### config.mk
export PLATFORM = sky130hd
export DESIGN_NAME = slave_tx_line_sequencer
export DESIGN_NICKNAME = d
export VERILOG_FILES = /design/src/rtl/slave_tx_line_sequencer.sv
export SDC_FILE = /design/constraint.sdc
export NUM_CORES = 1
export LEC_CHECK = 0
export BUFFER_PORTS_ARGS = -buffer_cell sky130_fd_sc_hd__buf_4
export CORE_MARGIN = 4
export CORE_UTILIZATION = 55
export CTS_CLUSTER_DIAMETER = 120
export DETAILED_ROUTE_END_ITERATION = 10
export GPL_TIMING_DRIVEN = 0
export PLACE_DENSITY = 0.84
export SLEW_MARGIN = 10
export SYNTH_ARGS = -nofsm -noshare
export SYNTH_HDL_FRONTEND = slang
export SYNTH_SLANG_ARGS = --single-unit
### constraint.sdc
create_clock -name clk -period 3.2 [get_ports clk]
set_input_delay 0.16 -clock clk [delete_from_list [all_inputs] [get_ports clk]]
set_output_delay 0.16 -clock clk [all_outputs]
set_load 0.005 [all_outputs]
### src/rtl/slave_tx_line_sequencer.sv
`default_nettype none
// ============================================================================
//  Module      : slave_tx_line_sequencer
//  Description : SIE TX port client that drives USB line states, either
//                continuously from a live input or as a timed pulse that
//                ends with a TX idle write. Optional macro
//                TX_LINE_CHG_ONLY_EN suppresses repeated identical
//                direct-control writes.
//  Revision    : 1.0 - initial release
// ============================================================================
module slave_tx_line_sequencer #(
    parameter int         CNT_W        = 16,
    parameter logic [7:0] TX_DC_CODE   = 8'h00,
    parameter logic [7:0] TX_IDLE_CODE = 8'h03
) (
    input  logic             clk,
    input  logic             rst,
    input  logic             dc_en,
    input  logic [1:0]       dc_line_state,
    input  logic             pulse_start,
    input  logic [1:0]       pulse_line_state,
    input  logic [CNT_W-1:0] pulse_len,
    input  logic             tx_gnt,
    input  logic             tx_rdy,
    output logic             tx_req,
    output logic             tx_wen,
    output logic [7:0]       tx_data,
    output logic [7:0]       tx_cntl,
    output logic             pulse_busy,
    output logic             pulse_done
);

    typedef enum logic [3:0] {
        S_START         = 4'd0,
        S_CHK           = 4'd1,
        S_DC_WAIT_GNT   = 4'd2,
        S_DC_WAIT_RDY   = 4'd3,
        S_DC_LOOP       = 4'd4,
        S_P_WAIT_GNT    = 4'd5,
        S_P_WAIT_RDY    = 4'd6,
        S_P_HOLD        = 4'd7,
        S_IDLE_WAIT_RDY = 4'd8,
        S_IDLE_FIN      = 4'd9
    } state_t;

    localparam logic [CNT_W-1:0] c_cntOne = CNT_W'(1);

    state_t           r_state, w_state;
    logic             r_txReq, w_txReq;
    logic             r_txWen, w_txWen;
    logic [7:0]       r_txData, w_txData;
    logic [7:0]       r_txCntl, w_txCntl;
    logic             r_pulseBusy, w_pulseBusy;
    logic             r_pulseDone, w_pulseDone;
    logic             r_pulsePend, w_pulsePend;
    logic [1:0]       r_pulseLs, w_pulseLs;
    logic [CNT_W-1:0] r_pulseLen, w_pulseLen;
    logic [CNT_W-1:0] r_cnt, w_cnt;
    logic             r_fromPulse, w_fromPulse;
`ifdef TX_LINE_CHG_ONLY_EN
    logic [1:0]       r_lastLs, w_lastLs;
    logic             r_lastValid, w_lastValid;
`endif

    logic w_accept;
    logic w_pendEff;

    // A pulse accepted this very cycle already counts as pending, so it wins a tie with dc_en
    assign w_accept  = pulse_start & ~r_pulseBusy;
    assign w_pendEff = r_pulsePend | w_accept;

    always_ff @(posedge clk) begin
        if (rst) begin
            r_state     <= S_START;
            r_txReq     <= 1'b0;
            r_txWen     <= 1'b0;
            r_txData    <= 8'h00;
            r_txCntl    <= 8'h00;
            r_pulseBusy <= 1'b0;
            r_pulseDone <= 1'b0;
            r_pulsePend <= 1'b0;
            r_pulseLs   <= 2'b00;
            r_pulseLen  <= '0;
            r_cnt       <= '0;
            r_fromPulse <= 1'b0;
`ifdef TX_LINE_CHG_ONLY_EN
            r_lastLs    <= 2'b00;
            r_lastValid <= 1'b0;
`endif
        end else begin
            r_state     <= w_state;
            r_txReq     <= w_txReq;
            r_txWen     <= w_txWen;
            r_txData    <= w_txData;
            r_txCntl    <= w_txCntl;
            r_pulseBusy <= w_pulseBusy;
            r_pulseDone <= w_pulseDone;
            r_pulsePend <= w_pulsePend;
            r_pulseLs   <= w_pulseLs;
            r_pulseLen  <= w_pulseLen;
            r_cnt       <= w_cnt;
            r_fromPulse <= w_fromPulse;
`ifdef TX_LINE_CHG_ONLY_EN
            r_lastLs    <= w_lastLs;
            r_lastValid <= w_lastValid;
`endif
        end
    end

    always_comb begin
        w_state     = r_state;
        w_txReq     = r_txReq;
        w_txWen     = 1'b0;
        w_txData    = r_txData;
        w_txCntl    = r_txCntl;
        w_pulseBusy = r_pulseBusy;
        w_pulseDone = 1'b0;
        w_pulsePend = r_pulsePend;
        w_pulseLs   = r_pulseLs;
        w_pulseLen  = r_pulseLen;
        w_cnt       = r_cnt;
        w_fromPulse = r_fromPulse;
`ifdef TX_LINE_CHG_ONLY_EN
        w_lastLs    = r_lastLs;
        w_lastValid = r_lastValid;
`endif

        if (w_accept) begin
            w_pulsePend = 1'b1;
            w_pulseBusy = 1'b1;
            w_pulseLs   = pulse_line_state;
            w_pulseLen  = (pulse_len == '0) ? c_cntOne : pulse_len;
        end

        case (r_state)
            S_START: w_state = S_CHK;
            S_CHK: begin
                if (w_pendEff) begin
                    w_txReq = 1'b1;
                    w_state = S_P_WAIT_GNT;
                end else if (dc_en) begin
                    w_txReq = 1'b1;
                    w_state = S_DC_WAIT_GNT;
`ifdef TX_LINE_CHG_ONLY_EN
                    w_lastValid = 1'b0;
`endif
                end else begin
                    w_txReq = 1'b0;
                end
            end
            S_DC_WAIT_GNT: if (tx_gnt) w_state = S_DC_WAIT_RDY;
            S_DC_WAIT_RDY: begin
`ifdef TX_LINE_CHG_ONLY_EN
                if (tx_rdy && (!r_lastValid || (dc_line_state != r_lastLs))) begin
                    w_txWen     = 1'b1;
                    w_txData    = {6'b0, dc_line_state};
                    w_txCntl    = TX_DC_CODE;
                    w_lastLs    = dc_line_state;
                    w_lastValid = 1'b1;
                    w_state     = S_DC_LOOP;
                end else if (w_pendEff || !dc_en) begin
                    w_state = S_IDLE_WAIT_RDY;
                end
`else
                if (tx_rdy) begin
                    w_txWen  = 1'b1;
                    w_txData = {6'b0, dc_line_state};
                    w_txCntl = TX_DC_CODE;
                    w_state  = S_DC_LOOP;
                end
`endif
            end
            S_DC_LOOP: begin
                if (w_pendEff || !dc_en) w_state = S_IDLE_WAIT_RDY;
                else                     w_state = S_DC_WAIT_RDY;
            end
            S_P_WAIT_GNT: if (tx_gnt) w_state = S_P_WAIT_RDY;
            S_P_WAIT_RDY: begin
                if (tx_rdy) begin
                    w_txWen     = 1'b1;
                    w_txData    = {6'b0, r_pulseLs};
                    w_txCntl    = TX_DC_CODE;
                    w_cnt       = r_pulseLen;
                    w_pulsePend = 1'b0;
                    w_fromPulse = 1'b1;
                    w_state     = S_P_HOLD;
                end
            end
            // Minimum load is 1, so the counter stops at 1 and never wraps
            S_P_HOLD: begin
                if (r_cnt == c_cntOne) w_state = S_IDLE_WAIT_RDY;
                else                   w_cnt   = r_cnt - c_cntOne;
            end
            S_IDLE_WAIT_RDY: begin
                if (tx_rdy) begin
                    w_txWen  = 1'b1;
                    w_txData = 8'h00;
                    w_txCntl = TX_IDLE_CODE;
                    w_state  = S_IDLE_FIN;
                end
            end
            S_IDLE_FIN: begin
                w_txReq = 1'b0;
                if (r_fromPulse) begin
                    w_pulseDone = 1'b1;
                    w_pulseBusy = 1'b0;
                    w_fromPulse = 1'b0;
                end
                w_state = S_CHK;
            end
            default: w_state = S_START;
        endcase
    end

    assign tx_req     = r_txReq;
    assign tx_wen     = r_txWen;
    assign tx_data    = r_txData;
    assign tx_cntl    = r_txCntl;
    assign pulse_busy = r_pulseBusy;
    assign pulse_done = r_pulseDone;

endmodule
`default_nettype wire

==> impl_metrics.py <==
metrics = {
    "final_layout": {
        "design_area_um2": 2980,
        "design.final.nets": 411,
        "diodes": 0,
        "synthToLayoutAreaGrowth_pct": 17.9,
        "proportion_of_layout_cells_with_a_drive_suffix_above_1": 0.172,
        "regArea_um2": 941,
        "multi_input_comb_area_um2": 1410,
        "layout.cells.non_filler": 435,
        "fillerInstances": 387,
    },
    "die": {
        "fp.dieArea_um2": 5750,
        "std_cell_rows": 24,
        "core_region_area_um2": 4410,
        "start_util": 0.573,
        "die_h_um": 75.8,
        "die_width_um": 75.8,
        "pin_count": 46,
    },
    "routing": {
        "number_of_vias_per_cell_after_detailed_routing": 5.98,
        "detail_route.wl_per_cell_um": 14.8,
        "num_vias": 2601,
        "wl_mm": 6.43,
        "route.detailed.drc": 0,
        "drt-initial-drc-count": 271,
        "final_ant_viol_nets": 0,
        "detail_route.first_pass.iterations": 5,
    },
    "setup_path": {
        "largest_stage_delay_on_the_critical_path_ns": 0.57,
        "timing_worst_setup_path_type": "flip-flop to flip-flop",
        "cp_max_fo": 10,
        "worst_setup_path_start_kind": "flip-flop",
        "crit_chain": "inv_1, ha_1, or4b_2, or4_4, a21oi_2, buf_6, o21ai_0, a21oi_1",
        "crit_arrival_ns": 2.78,
        "r2r_slack_ns": 0.65,
        "endpoint_kind": "flip-flop",
        "worst_r2r_startpoint": "r_cnt[1]",
        "crit_required_ns": 3.43,
        "reg2reg_depth": 8,
        "worst_r2r_endpoint": "r_cnt[6]",
        "crit_path_top_delay_cell": "sky130_fd_sc_hd__or4b_2",
    },
    "global_route": {
        "antenna_found_initial": 0,
        "grt_max_degree": 15,
        "grt_pass1_wl_mm": 10.1,
        "overall_track_demand_over_capacity_in_global_routing": 0.230,
        "number_of_global_route_vias_before_repair": 2174,
        "gr-total-overflow": 0,
    },
    "logic_synthesis": {
        "ys_seq_elements": 47,
        "async_flop_share": 0,
        "post_synth.cell_area_avg_um2": 7.60,
        "ys_types": 55,
        "synth-main-ff-cell": "sky130_fd_sc_hd__dfxtp_1",
        "syn-instance-count": 333,
        "synth.yosys.seq_area_share": 0.372,
        "synthesis.yosys.warnings": 0,
        "synth-edff-count": 0,
        "cell_area_after_technology_mapping_um2": 2530,
    },
    "worst_hold_path": {
        "min_to": "r_pulseLs[1]",
        "hp-start": "pulse_line_state[1]",
        "timing.hold.worst_path_depth": 3,
        "hp-class": "input pin to flip-flop",
    },
    "power": {
        "max-vdd-ir-drop_uv": 437,
        "power_leakage_nw": 1.18,
        "pwr_density_cell_nw_per_um2": 515,
    },
    "timing": {
        "maxSlewViolCount": 0,
        "fin_setup_tns_ns": 0,
        "fin_skew_ns": 0.00611,
        "fin_crit_ns": 2.55,
        "finalSetupViolCount": 0,
        "hold_viol_final": 0,
        "clock.fmax_mhz": 392,
        "slew_at_the_pin_closest_to_its_max_slew_limit_ns": 0.651,
        "final.period_utilization": 0.798,
        "slew-limit-headroom": 0.565,
        "rsz0062_at_grt": "false",
    },
    "placed_design": {
        "place_hpwl_mm": 4.62,
        "post_dp_cell_area_um2": 2880,
        "place_congestion": 0.941,
        "place.port_buffers": 32,
        "place.detailed.instances": 428,
    },
    "clocking": {
        "postCtsResizedCells": 0,
        "cts_sink_count": 47,
        "cts-root-to-sink-buffers": 2,
        "cts_root_buf": "sky130_fd_sc_hd__clkbuf_8",
        "post_cts_setup_buffer_count": 0,
        "worst_setup_hold_path_clk_slew_ns": 0.09,
        "tritoncts_clock_tree": "done",
        "worst_skew_pair.late_latency_ns": 0.30,
        "numCtsBuffers": 5,
        "htree_levels": 2,
        "postCtsHoldBufs": 0,
    },
    "run_status": {
        "run_status": "complete, no violations",
    },
    "flow_run": {
        "drv_cap": 0,
    },
}
## sequential cells by signal, summed over array words and instances, names as in the netlist
register	flops
tx_req	1
pulse_busy	1
r_cnt	16
pulse_done	1
tx_data	2
r_pulseLen	16
tx_cntl	1
r_state	4
r_fromPulse	1
tx_wen	1
r_pulsePend	1
r_pulseLs	2
## cell usage in the layout (no fill, tap or decap), types with 3 or more instances in the layout
cell type | synthesis | layout
sky130_fd_sc_hd__buf_1 | 3 | 3
sky130_fd_sc_hd__a211oi_1 | 3 | 3
sky130_fd_sc_hd__nand2b_1 | 3 | 3
sky130_fd_sc_hd__nor3b_1 | 7 | 7
sky130_fd_sc_hd__dfxtp_1 | 47 | 47
sky130_fd_sc_hd__or3_1 | 3 | 3
sky130_fd_sc_hd__nand3b_1 | 3 | 3
sky130_fd_sc_hd__a21oi_1 | 42 | 42
sky130_fd_sc_hd__clkbuf_8 | 0 | 5
sky130_fd_sc_hd__nand2_1 | 65 | 65
sky130_fd_sc_hd__buf_4 | 13 | 45
sky130_fd_sc_hd__nor4_1 | 5 | 5
sky130_fd_sc_hd__nor2b_1 | 3 | 3
sky130_fd_sc_hd__inv_1 | 7 | 7
sky130_fd_sc_hd__or4_4 | 3 | 3
sky130_fd_sc_hd__nand3_1 | 3 | 3
sky130_fd_sc_hd__nor3_1 | 12 | 12
sky130_fd_sc_hd__o211ai_1 | 3 | 3
sky130_fd_sc_hd__a31o_2 | 3 | 3
sky130_fd_sc_hd__o31ai_1 | 3 | 3
sky130_fd_sc_hd__o21ai_0 | 19 | 19
sky130_fd_sc_hd__nor2_1 | 21 | 21
sky130_fd_sc_hd__clkbuf_1 | 18 | 18
sky130_fd_sc_hd__conb_1 | 1 | 12
## layer usage
layer / wire (µm) / vias to the layer above / global-route usage
li1: - / 1269 / -
met2: 2810 / 136 / 0.346
met3: 671 / 13 / 0.0475
met4: 98 / 0 / 0.0854
met5: 0 / - / 0
met1: 2850 / 1183 / 0.322
## critical path, delay by kind of cell (launching register included)
kind	cells	cell delay, ns
buffers and inverters	2	0.29
DFF	1	0.34
AOI/OAI and AO/OA	3	0.67
and+or+nand+nor	2	1.04
adders and majority gates	1	0.13
## power breakdown
part	internal, mW	switching, mW
Combinational	0.185	0.259
Sequential	0.633	0.0272
Clock	0.228	0.206
Total	1.05	0.492
## cells in the mapped netlist, drive strengths merged, types with 5 or more instances
| library cell | count | area, µm² |
|---|---|---|
| nor4 | 5 | 31.3 |
| clkbuf | 18 | 67.6 |
| nor2 | 21 | 78.8 |
| nor3b | 7 | 52.6 |
| or4 | 5 | 48.8 |
| inv | 7 | 26.3 |
| buf | 18 | 125 |
| nand2 | 65 | 244 |
| o21ai | 19 | 95.1 |
| dfxtp | 47 | 941 |
| a21oi | 43 | 219 |
| nor3 | 12 | 60.1 |
## kinds of logic (layout without fill, tap and decap cells)
kind of cell / after synthesis / in the layout / synth area share
compound gates: 101 / 101 / 0.257
buf+inv: 43 / 82 / 0.0865
other cells: 1 / 12 / 0.00148
simple gates: 134 / 134 / 0.253
mux: 4 / 4 / 0.0168
flops: 47 / 47 / 0.372
fa+ha+maj: 2 / 2 / 0.00988
xor+xnor: 1 / 1 / 0.00346
## how the worst max path moves through the flow
stage | from | endpoint | slack [ns]
floorplan | r_cnt[1] | r_state[1] | 0.83
global placement | r_cnt[1] | r_state[2] | 0.70
detailed placement | r_cnt[1] | r_cnt[13] | 0.67
CTS | r_cnt[1] | r_cnt[13] | 0.67
global route | r_cnt[1] | r_cnt[13] | 0.53
finish | r_cnt[1] | r_cnt[6] | 0.65
## area by class of cell
class / count / share of cell area
inverters: 7 / 0.00881
multi-input cells: 254 / 0.473
flip-flops and latches: 47 / 0.315
clock buffers: 5 / 0.0231
clock inverters: 2 / 0.0126
repair buffers: 32 / 0.0805
plain buffers: 36 / 0.0646
well taps: 52 / 0.0218
## metrics by stage
stage               power [mW]  utilization  setup WS (ns)  hold slack, ns
floorplan                0.981            -          0.827           0.296
CTS                       1.54        0.676          0.665          0.0905
finish                    1.54        0.676          0.648          0.0927
detailed placement        1.10        0.652          0.670           0.419
global route              1.62        0.676          0.531          0.0990
global placement          1.10        0.652          0.695           0.414
Power figures use the tool's default switching activity.
